<file path="src/rtl/npu_pool_pkg.sv">
// Types shared by the pooling scheduler and the pooling datapath.
package npu_pool_pkg;

    typedef enum logic [1:0] {
        ST_IDLE = 2'd0,
        ST_RUN  = 2'd1,
        ST_WAIT = 2'd2,
        ST_DONE = 2'd3
    } pool_sched_state_t;

    localparam logic POOL_MAX = 1'b0;
    localparam logic POOL_AVG = 1'b1;

endpackage

</file>
<file path="src/rtl/pool_scheduler_rr_arbiter.sv">
// Combinational round-robin pick: first set request at or above the pointer.
module rr_arbiter #(
    parameter int N  = 4,
    parameter int IW = $clog2(N)
) (
    input  logic [N-1:0]  i_req,
    input  logic [IW-1:0] i_ptr,
    output logic [N-1:0]  o_grant,
    output logic [IW-1:0] o_idx,
    output logic          o_valid
);

    logic [IW:0]   w_sum;
    logic [IW-1:0] w_pos;

    always_comb begin
        o_grant = '0;
        o_idx   = '0;
        o_valid = 1'b0;
        w_sum   = '0;
        w_pos   = '0;
        for (int k = 0; k < N; k++) begin
            w_sum = {1'b0, i_ptr} + (IW+1)'(k);
            if (w_sum >= (IW+1)'(N)) begin
                w_sum = w_sum - (IW+1)'(N);
            end
            w_pos = w_sum[IW-1:0];
            if (!o_valid && i_req[w_pos]) begin
                o_valid        = 1'b1;
                o_grant[w_pos] = 1'b1;
                o_idx          = w_pos;
            end
        end
    end

endmodule

</file>
<file path="src/rtl/pool_scheduler.sv">
// Round-robin owner of the shared pooling engine; one kernel per start/done.
// Define POOL_SCHED_TIMEOUT_EN to add the WAIT watchdog and timeout_err.
module pool_scheduler
    import npu_pool_pkg::*;
#(
    parameter int NUM_REQ     = 4,
    parameter int MAX_KERNELS = 8,
    parameter int KCW         = $clog2(MAX_KERNELS + 1)
`ifdef POOL_SCHED_TIMEOUT_EN
    ,
    parameter int TIMEOUT_CYCLES = 4096
`endif
) (
    input  logic                       clk,
    input  logic                       rst_n,
    input  logic [NUM_REQ-1:0]         req_valid,
    input  logic [NUM_REQ-1:0]         req_pool_type,
    input  logic [NUM_REQ*KCW-1:0]     req_kernels,
    output logic [NUM_REQ-1:0]         req_ack,
    output logic [NUM_REQ-1:0]         resp_done,
    output logic                       eng_start,
    output logic                       eng_pool_type,
    output logic [KCW-1:0]             eng_kernel_id,
    input  logic                       eng_kernel_done,
    output logic                       busy,
    output logic [$clog2(NUM_REQ)-1:0] grant_id
`ifdef POOL_SCHED_TIMEOUT_EN
    ,
    output logic                       timeout_err
`endif
);

    localparam int GW = $clog2(NUM_REQ);

    pool_sched_state_t r_state, w_state_nxt;

    logic [NUM_REQ-1:0] r_ack, w_ack_nxt;
    logic [NUM_REQ-1:0] r_done, w_done_nxt;
    logic               r_start, w_start_nxt;
    logic               r_busy, w_busy_nxt;
    logic               r_ptype, w_ptype_nxt;
    logic [GW-1:0]      r_gid, w_gid_nxt;
    logic [GW-1:0]      r_ptr, w_ptr_nxt;
    logic [KCW-1:0]     r_cnt, w_cnt_nxt;
    logic [KCW-1:0]     r_kidx, w_kidx_nxt;

    logic [NUM_REQ-1:0] w_arb_grant;
    logic [GW-1:0]      w_arb_idx;
    logic               w_arb_valid;
    logic [KCW-1:0]     w_req_raw;
    logic [KCW-1:0]     w_req_cnt;
    logic [KCW-1:0]     w_kidx_inc;
    logic [NUM_REQ-1:0] w_gid_oh;
    logic               w_abort;

    rr_arbiter #(
        .N  (NUM_REQ),
        .IW (GW)
    ) u_arb (
        .i_req   (req_valid),
        .i_ptr   (r_ptr),
        .o_grant (w_arb_grant),
        .o_idx   (w_arb_idx),
        .o_valid (w_arb_valid)
    );

    assign w_req_raw  = req_kernels[int'(w_arb_idx)*KCW +: KCW];
    assign w_req_cnt  = (w_req_raw > KCW'(MAX_KERNELS)) ?
                        KCW'(MAX_KERNELS) : w_req_raw;
    assign w_kidx_inc = r_kidx + KCW'(1);
    assign w_gid_oh   = NUM_REQ'(1) << r_gid;

`ifdef POOL_SCHED_TIMEOUT_EN
    localparam int TW = $clog2(TIMEOUT_CYCLES + 1);

    logic [TW-1:0] r_tcnt;
    logic          r_terr;

    // r_tcnt counts cycles since eng_start, so TIMEOUT_CYCLES maps to resp_done
    assign w_abort = (r_state == ST_WAIT) && !eng_kernel_done &&
                     (r_tcnt == TW'(TIMEOUT_CYCLES));

    always_ff @(posedge clk or negedge rst_n) begin
        if (!rst_n) begin
            r_tcnt <= '0;
            r_terr <= 1'b0;
        end else begin
            if (w_start_nxt) begin
                r_tcnt <= TW'(1);
            end else if ((r_state == ST_RUN || r_state == ST_WAIT) &&
                         r_tcnt != TW'(TIMEOUT_CYCLES)) begin
                r_tcnt <= r_tcnt + TW'(1);
            end
            if (w_abort) begin
                r_terr <= 1'b1;
            end
        end
    end

    assign timeout_err = r_terr;
`else
    assign w_abort = 1'b0;
`endif

    always_ff @(posedge clk or negedge rst_n) begin
        if (!rst_n) begin
            r_state <= ST_IDLE;
        end else begin
            r_state <= w_state_nxt;
        end
    end

    always_comb begin
        w_state_nxt = r_state;
        w_ack_nxt   = '0;
        w_done_nxt  = '0;
        w_start_nxt = 1'b0;
        w_busy_nxt  = r_busy;
        w_ptype_nxt = r_ptype;
        w_gid_nxt   = r_gid;
        w_ptr_nxt   = r_ptr;
        w_cnt_nxt   = r_cnt;
        w_kidx_nxt  = r_kidx;
        unique case (r_state)
            ST_IDLE: begin
                if (w_arb_valid) begin
                    w_ack_nxt   = w_arb_grant;
                    w_busy_nxt  = 1'b1;
                    w_gid_nxt   = w_arb_idx;
                    w_ptype_nxt = req_pool_type[w_arb_idx];
                    w_cnt_nxt   = w_req_cnt;
                    w_kidx_nxt  = '0;
                    w_ptr_nxt   = (w_arb_idx == GW'(NUM_REQ - 1)) ?
                                  '0 : w_arb_idx + GW'(1);
                    if (w_req_cnt == '0) begin
                        w_state_nxt = ST_DONE;
                    end else begin
                        w_state_nxt = ST_RUN;
                        w_start_nxt = 1'b1;
                    end
                end
            end
            ST_RUN: begin
                w_state_nxt = ST_WAIT;
            end
            ST_WAIT: begin
                if (eng_kernel_done) begin
                    if (w_kidx_inc < r_cnt) begin
                        w_kidx_nxt  = w_kidx_inc;
                        w_state_nxt = ST_RUN;
                        w_start_nxt = 1'b1;
                    end else begin
                        w_state_nxt = ST_DONE;
                        w_done_nxt  = w_gid_oh;
                    end
                end else if (w_abort) begin
                    w_state_nxt = ST_DONE;
                    w_done_nxt  = w_gid_oh;
                end
            end
            ST_DONE: begin
                // a zero-count job arrives here without the pulse issued yet
                if (|r_done) begin
                    w_state_nxt = ST_IDLE;
                    w_busy_nxt  = 1'b0;
                end else begin
                    w_done_nxt = w_gid_oh;
                end
            end
        endcase
    end

    always_ff @(posedge clk or negedge rst_n) begin
        if (!rst_n) begin
            r_ack   <= '0;
            r_done  <= '0;
            r_start <= 1'b0;
            r_busy  <= 1'b0;
            r_ptype <= POOL_MAX;
            r_gid   <= '0;
            r_ptr   <= '0;
            r_cnt   <= '0;
            r_kidx  <= '0;
        end else begin
            r_ack   <= w_ack_nxt;
            r_done  <= w_done_nxt;
            r_start <= w_start_nxt;
            r_busy  <= w_busy_nxt;
            r_ptype <= w_ptype_nxt;
            r_gid   <= w_gid_nxt;
            r_ptr   <= w_ptr_nxt;
            r_cnt   <= w_cnt_nxt;
            r_kidx  <= w_kidx_nxt;
        end
    end

    assign req_ack       = r_ack;
    assign resp_done     = r_done;
    assign eng_start     = r_start;
    assign eng_pool_type = r_ptype;
    assign eng_kernel_id = r_kidx;
    assign busy          = r_busy;
    assign grant_id      = r_gid;

endmodule
</file>
<file path="config.mk">
export PLATFORM = sky130hd
export DESIGN_NAME = pool_scheduler
export DESIGN_NICKNAME = d
export VERILOG_FILES = /design/src/rtl/npu_pool_pkg.sv /design/src/rtl/pool_scheduler_rr_arbiter.sv /design/src/rtl/pool_scheduler.sv
export SDC_FILE = /design/constraint.sdc
export NUM_CORES = 1
export LEC_CHECK = 0
export CAP_MARGIN = 20
export CORE_ASPECT_RATIO = 0.9
export CORE_MARGIN = 1.5
export CORE_UTILIZATION = 55
export CTS_BUF_LIST = sky130_fd_sc_hd__clkbuf_8
export CTS_CLUSTER_DIAMETER = 200
export CTS_CLUSTER_SIZE = 25
export DETAILED_ROUTE_END_ITERATION = 6
export GPL_TIMING_DRIVEN = 0
export MAX_ROUTING_LAYER = met4
export PLACE_DENSITY = 0.92
export SETUP_SLACK_MARGIN = 0.3
export SLEW_MARGIN = 20
export SYNTH_ARGS = -nofsm -noshare
export SYNTH_HDL_FRONTEND = slang
export SYNTH_SLANG_ARGS = --single-unit
</file>
<file path="constraint.sdc">
create_clock -name clk -period 6.39 [get_ports clk]
set_clock_uncertainty 0.05 [all_clocks]
set_input_delay 1.278 -clock clk [delete_from_list [all_inputs] [get_ports clk]]
set_output_delay 1.278 -clock clk [all_outputs]
set_load 0.02 [all_outputs]
</file>
== Word-level counts from Yosys, hierarchy flattened ==
Index checks and enable logic that the tools add are counted.

* Bits of input ports: 27
* Logic and storage cells: 126
* Register bits: 25
* Output and inout bits: 17

* Equal/unequal tests: 8
* $lt $le $gt $ge: 15
* Shift-type cells: 2
* $add $sub $neg: 9
* Multiplexer cells: 60
* Reduce and logical (&&, ||, !) cells: 19
* Bitwise operators: 3

{| class="wikitable"
|+ Operators with widths
! cell !! number
|-
| 4-bit two-way mux || 13
|-
| 2-bit two-way mux || 14
|-
| 1-bit two-way mux || 19
|-
| 4-bit one-hot mux with 2 select lines || 2
|-
| 16-bit by 5-bit variable part select with 4-bit output || 1
|-
| 2-bit by 3-bit < comparator with 1-bit output (second input constant) || 5
|-
| 4-bit bitwise OR || 3
|-
| 1-bit binary-select mux with 2-bit select || 5
|-
| 3-bit greater-or-equal comparator (second input constant) || 3
|-
| 1-bit demux with 2-bit select || 4
|-
| 2-bit by 1-bit greater-or-equal comparator with 1-bit output (second input constant) || 4
|-
| 2-bit one-hot mux with 4 select lines || 1
|-
| 2-bit by 1-bit subtractor with 2-bit output (second input constant) || 4
|-
| 1-bit logical AND || 7
|-
| 2-bit by 2-bit adder with 3-bit output (second input constant) || 2
|-
| 2-bit equality test (second input constant) || 3
|-
| 2-bit inequality test (second input constant) || 3
|-
| 3-bit AND reduction || 2
|-
| 4-bit by 1-bit adder with 4-bit output (second input constant) || 1
|-
| 4-bit greater-than comparator (second input constant) || 1
|-
| 4-bit logical NOT || 1
|-
| 4-bit < comparator || 1
|-
| 1-bit one-hot mux with 2 select lines || 2
|-
| 4-bit AND reduction || 1
|-
| other kinds (11) || 14
|}

== Logic depth before layout (Yosys ltp) ==
* Word-level depth: 21
* Mapped depth: 11
* Mapped depth without buffers: 9

== Hierarchy ==
Synthesis repeated with hierarchy kept, for this count alone.

* Cells, all modules: 159
* Area, all modules: 1694.1 µm²

{| class="wikitable"
|+ By module, submodules not included
! module !! sequential area each (µm²) !! cells each !! area each (µm²) !! instances
|-
| pool_scheduler || 625.6 || 114 || 1275.0 || 1
|-
| rr_arbiter || 0.0 || 45 || 419.2 || 1
|}

== Worst setup path before layout ==
Ideal clock, no wire load.

* Path type: input to register
* Start point: in req_valid[3]
* End point: reg r_state[1]
* Required time: 6274 ps
* Stages: 8
* Buffers on the path: 1
* Arrival time: 3641 ps
* Slack: 2633 ps
* Path through: buf_2 -> mux4_2 -> nor2b_4 -> or3_4 -> a21oi_4 -> mux4_1 -> nor4_2 -> a221o_1

* Cells in the longest elaborated chain, start to end: 19
* Elaborated cells on any way between the ends: 31

{| class="wikitable"
|+ Ends and longest elaborated chain
! item !! RTL line !! source
|-
| start: declaration || pool_scheduler.sv:16 || <nowiki>input logic [NUM_REQ-1:0] req_valid,</nowiki>
|-
| 1-bit binary-select mux with 2-bit select || pool_scheduler_rr_arbiter.sv:28 || <nowiki>if (!o_valid && i_req[w_pos]) begin</nowiki>
|-
| 1-bit two-way mux (not written as such) || pool_scheduler_rr_arbiter.sv:28 ||
|-
| 1-bit two-way mux || pool_scheduler_rr_arbiter.sv:28 ||
|-
| 1-bit logical NOT || pool_scheduler_rr_arbiter.sv:28 ||
|-
| 1-bit logical AND || pool_scheduler_rr_arbiter.sv:28 ||
|-
| 1-bit two-way mux || pool_scheduler_rr_arbiter.sv:28 ||
|-
| 1-bit logical NOT || pool_scheduler_rr_arbiter.sv:28 ||
|-
| 1-bit logical AND || pool_scheduler_rr_arbiter.sv:28 ||
|-
| (+3 left out) || -- ||
|-
| 2-bit two-way mux || pool_scheduler_rr_arbiter.sv:28 ||
|-
| 16-bit by 5-bit variable part select with 4-bit output || pool_scheduler.sv:67 || <nowiki>assign w_req_raw = req_kernels[int'(w_arb_idx)*KCW +: KCW];</nowiki>
|-
| 4-bit greater-than comparator || pool_scheduler.sv:68 || <nowiki>assign w_req_cnt = (w_req_raw > KCW'(MAX_KERNELS)) ?</nowiki>
|-
| 4-bit two-way mux || pool_scheduler.sv:68 ||
|-
| 4-bit logical NOT || pool_scheduler.sv:135 || <nowiki>if (w_req_cnt == '0) begin</nowiki>
|-
| 2-bit two-way mux || pool_scheduler.sv:135 ||
|-
| 2-bit two-way mux || pool_scheduler.sv:126 || <nowiki>if (w_arb_valid) begin</nowiki>
|-
| 2-bit one-hot mux with 4 select lines || pool_scheduler.sv:124 || <nowiki>unique case (r_state)</nowiki>
|-
| end signal: assignment || pool_scheduler.sv:109 || <nowiki>r_state <= w_state_nxt;</nowiki>
|-
| end: declaration || pool_scheduler.sv:35 || <nowiki>pool_sched_state_t r_state, w_state_nxt;</nowiki>
|}

Parallel ways exist; a longest one is shown, timed or not. The select of a mux whose other input is x is not followed.
A chain may end at the register's enable or synchronous reset.

== Final worst setup path ==
* Start point: in req_valid[1]
* End point: reg r_start (netlist: eng_start)

* Cells in the longest elaborated chain, start to end: 19
* Elaborated cells on any way between the ends: 29

{| class="wikitable"
|+ Ends and longest elaborated chain
! item !! RTL line !! source
|-
| 1-bit binary-select mux with 2-bit select || pool_scheduler_rr_arbiter.sv:28 ||
|-
| 1-bit two-way mux (not written as such) || pool_scheduler_rr_arbiter.sv:28 ||
|-
| 1-bit two-way mux || pool_scheduler_rr_arbiter.sv:28 ||
|-
| 1-bit logical NOT || pool_scheduler_rr_arbiter.sv:28 ||
|-
| 1-bit logical AND || pool_scheduler_rr_arbiter.sv:28 ||
|-
| 1-bit two-way mux || pool_scheduler_rr_arbiter.sv:28 ||
|-
| 1-bit logical NOT || pool_scheduler_rr_arbiter.sv:28 ||
|-
| 1-bit logical AND || pool_scheduler_rr_arbiter.sv:28 ||
|-
| (+4 left out) || -- ||
|-
| 16-bit by 5-bit variable part select with 4-bit output || pool_scheduler.sv:67 ||
|-
| 4-bit greater-than comparator || pool_scheduler.sv:68 ||
|-
| 4-bit two-way mux || pool_scheduler.sv:68 ||
|-
| 4-bit logical NOT || pool_scheduler.sv:135 ||
|-
| 1-bit two-way mux || pool_scheduler.sv:135 ||
|-
| 1-bit two-way mux * || pool_scheduler.sv:126 ||
|-
| 1-bit one-hot mux with 2 select lines * || pool_scheduler.sv:124 ||
|-
| via w_start_nxt || pool_scheduler.sv:39 || <nowiki>logic r_start, w_start_nxt;</nowiki>
|-
| end signal: assignment || pool_scheduler.sv:187 || <nowiki>r_start <= w_start_nxt;</nowiki>
|-
| end: declaration || pool_scheduler.sv:39 ||
|}

Mark *: on every way through the listed nets, which the timed path passes. The rest lies on a longest branch. The select of a mux whose other input is x is not followed.

==> impl_metrics.json <==
{
  "synth_nets": 218,
  "htree_num_levels": 1,
  "outcome": "finished, final reports clean",
  "drt_wl_total_mm": 3.57,
  "cts-resized-gates": 0,
  "synth_edf_count": 0,
  "detail_route.wl_per_cell_um": 13.4,
  "grt_max_degree": 26,
  "synth_area_um2": 1740,
  "core_area_um2": 3040,
  "synth_warnings": 0,
  "cp_num_buf_inv": 1,
  "rsz0062_at_grt": "no",
  "die_area_um2": 3510,
  "route.detailed.drc": 0,
  "ir_worst_vdd_uv": 310,
  "cts-root-buf": "clkbuf_8",
  "period_minus_slack_ns": 4.16,
  "finalSetupViolCount": 0,
  "drive_gt1_share_pct": 9.33,
  "pin_count": 44,
  "max_freq_mhz": 241,
  "synth_area_per_cell_um2": 9.71,
  "crit_path_end_kind": "flop",
  "path_cells": "clkdlybuf4s50_1 > mux4_2 > nor2b_4 > or3_4 > a21oi_4 > mux4_2 > nor4_2 > o21ai_0",
  "die_h_um": 56.3,
  "cp-start-kind": "primary input",
  "crit_path_frequent_cell": "mux4_2",
  "pwr-share-seq_pct": 24.9,
  "cts_tree": "done",
  "maxSlewHeadroom_pct": 37.1,
  "antenna_left": 0,
  "viasPerCell": 5.69,
  "r2r-start": "r_ptr[0]",
  "drt-pass1-iter-count": 4,
  "die_w_um": 62.3,
  "hp-class": "flop to flop",
  "hold_start": "r_cnt[1]",
  "switching_share_pct": 44.0,
  "setup-tns-final_ns": 0,
  "synth-seq-cells": 25,
  "dpl_cell_area_um2": 2210,
  "ctsHoldBuffers": 0,
  "grt_use_total_pct": 22.6,
  "gp_congestion": 0.871,
  "clk_pin_slew_ns": 0.08,
  "crit_path_start": "req_valid[1]",
  "dpl.hpwl_mm": 2.79,
  "power_leakage_uw": 0.000973,
  "post_cts_buffers": 0,
  "rows": 19,
  "grt_overflow_total": 0,
  "critical_path.max_fanout": 9,
  "fin_nets": 265,
  "yosysSeqAreaShare_pct": 36.0,
  "finalCritPeriodShare_pct": 65.1,
  "cpPeakStageDelay_ns": 0.60,
  "p_clk_share_pct": 8.4,
  "maxSlewViolCount": 0,
  "worstPathArrival_ns": 4.24,
  "drv_cap": 0,
  "clock_sinks": 25,
  "worst_path_max_delay_cell": "mux4_2",
  "ys_async_sr_fraction_pct": 100,
  "final_area_um2": 2260,
  "ys_types": 45,
  "portBuffers": 42,
  "start_util_pct": 57.1,
  "num_vias": 1518,
  "grt_pass1_vias": 1343,
  "hold_viol": 0,
  "initialDrtViolationCount": 53,
  "grt_pass1_wl_mm": 6.11,
  "worstSkewPairLatency_ns": 0.26,
  "setup.worst_path.class": "primary input to flop",
  "intPower_uw": 605,
  "p_sw_uw": 475,
  "cts_buffer_depth": 2,
  "synthCells": 179,
  "syn_to_final_growth_pct": 29.8,
  "required_ns": 6.47,
  "antenna_found_initial": 0,
  "numCtsBuffers": 3,
  "yosys_most_used_dff": "dfrtp_1",
  "combPwrFrac_pct": 66.8,
  "cpLargestDelayFamily": "multiplexers",
  "tightest_slew_ns": 0.936,
  "powerDensity_nw_per_um2": 479,
  "diodes": 0
}
==> Yosys cell counts, drive strengths merged (3+ instances only) <==
| master | count | area [µm²] |
|---|---|---|
| a221oi | 5 | 43.8 |
| ha | 12 | 150 |
| a21o | 3 | 22.5 |
| nand2b | 5 | 31.3 |
| buf | 4 | 35.0 |
| nor4 | 5 | 37.5 |
| clkbuf | 5 | 18.8 |
| dfrtp | 25 | 626 |
| xnor2 | 3 | 26.3 |
| a21oi | 5 | 36.3 |
| inv | 11 | 41.3 |
| o21ai | 18 | 93.8 |
| nand3 | 3 | 15.0 |
| a22oi | 4 | 30.0 |
| nor2b | 3 | 26.3 |
| nand2 | 17 | 63.8 |
| mux4 | 7 | 165 |
| and2 | 3 | 18.8 |
| nor2 | 20 | 75.1 |
==> routing by layer <==
layer,vias to the layer above,wire length (µm),track usage [%]
li1,742,-,-
met3,4,123,1.60
met2,41,1760,36.0
met1,731,1630,30.1
met5,-,0,-
met4,0,59,10.8
==> cells in the final DEF (no fill, tap or decap), drive strengths merged, types with 3 or more instances in the layout <==
cell type,netlist,final
buf,4,5
a221oi,5,5
nor2,20,20
mux4,7,7
clkdlybuf4s50,0,41
nor4,5,5
a21oi,5,5
a21o,3,3
inv,11,12
a22oi,4,4
nand2,17,17
xnor2,3,3
nor2b,3,3
nand2b,5,5
clkbuf,5,8
nand3,3,3
ha,12,12
dfrtp,25,25
o21ai,18,18
and2,3,3
==> power groups by stage <==
stage | Clock (µW) | Combinational, µW | Sequential, µW
6_report | 90.2 | 722 | 269
5_1_grt | 99.1 | 796 | 279
4_1_cts | 89.5 | 719 | 269
3_5_place_dp | 0 | 717 | 272
3_3_place_gp | 0 | 694 | 269
2_1_floorplan | 0 | 498 | 301
==> flip-flops by register name, indices dropped and copies added, names as in the netlist, 2 cells and up <==
name           count
eng_kernel_id      4
r_cnt              4
req_ack            4
resp_done          4
grant_id           2
r_ptr              2
r_state            2
==> cell type report <==
| type | instances | area [µm²] |
|---|---|---|
| sequential | 25 | 626 |
| multi-input combinational | 134 | 1020 |
| inverter | 11 | 41.3 |
| buffer | 9 | 53.8 |
| clock buffer | 3 | 41.3 |
| fill | 248 | 787 |
| tap | 42 | 52.6 |
| timing repair buffer | 42 | 415 |
| clock inverter | 1 | 3.75 |
==> per-stage QoR <==
stage	worst slack [ns]	instances	power, µW	hold slack [ns]	util [%]
after detailed placement	1.89	263	989	0.426	72.7
after CTS	2.18	267	1080	0.444	74.1
final	2.23	267	1080	0.443	74.1
after global placement	1.94	263	963	0.417	72.7
after global routing	2.08	267	1170	0.478	74.1
after floorplan	2.63	179	799	0.394	-
==> worst paths after layout <==
path / end / slack (ns) / cells past startpoint
max in group asynchronous: r_cnt[0] / 5.01 / 1
min reg2reg: r_cnt[1] / 0.44 / 2
max reg2reg: eng_start / 2.55 / 11
min in group asynchronous: resp_done[2] / 0.93 / 1
max: eng_start / 2.23 / 8
min: r_cnt[1] / 0.44 / 2
==> logic make-up (layout without fill, tap and decap cells) <==
family	Yosys count	in the layout	share of synthesized area (%)
simple gates	61	61	17.5
xor+xnor	4	4	2.02
buf+inv	20	66	5.47
fa+ha+maj	12	12	8.64
compound gates	46	46	18.4
flops	25	25	36.0
mux	11	11	12.0
==> worst reg2reg max path: stages, from the launching register on <==
cell     delay [ns]
dfrtp_1        0.52
buf_6          0.19
inv_1          0.15
ha_1           0.33
buf_6          0.14
mux4_2         0.61
nor2b_4        0.24
o21ai_2        0.10
a21oi_4        0.26
mux4_2         0.60
nor4_2         0.36
o21ai_0        0.14
No activity file was read; power rests on OpenSTA's default activity.
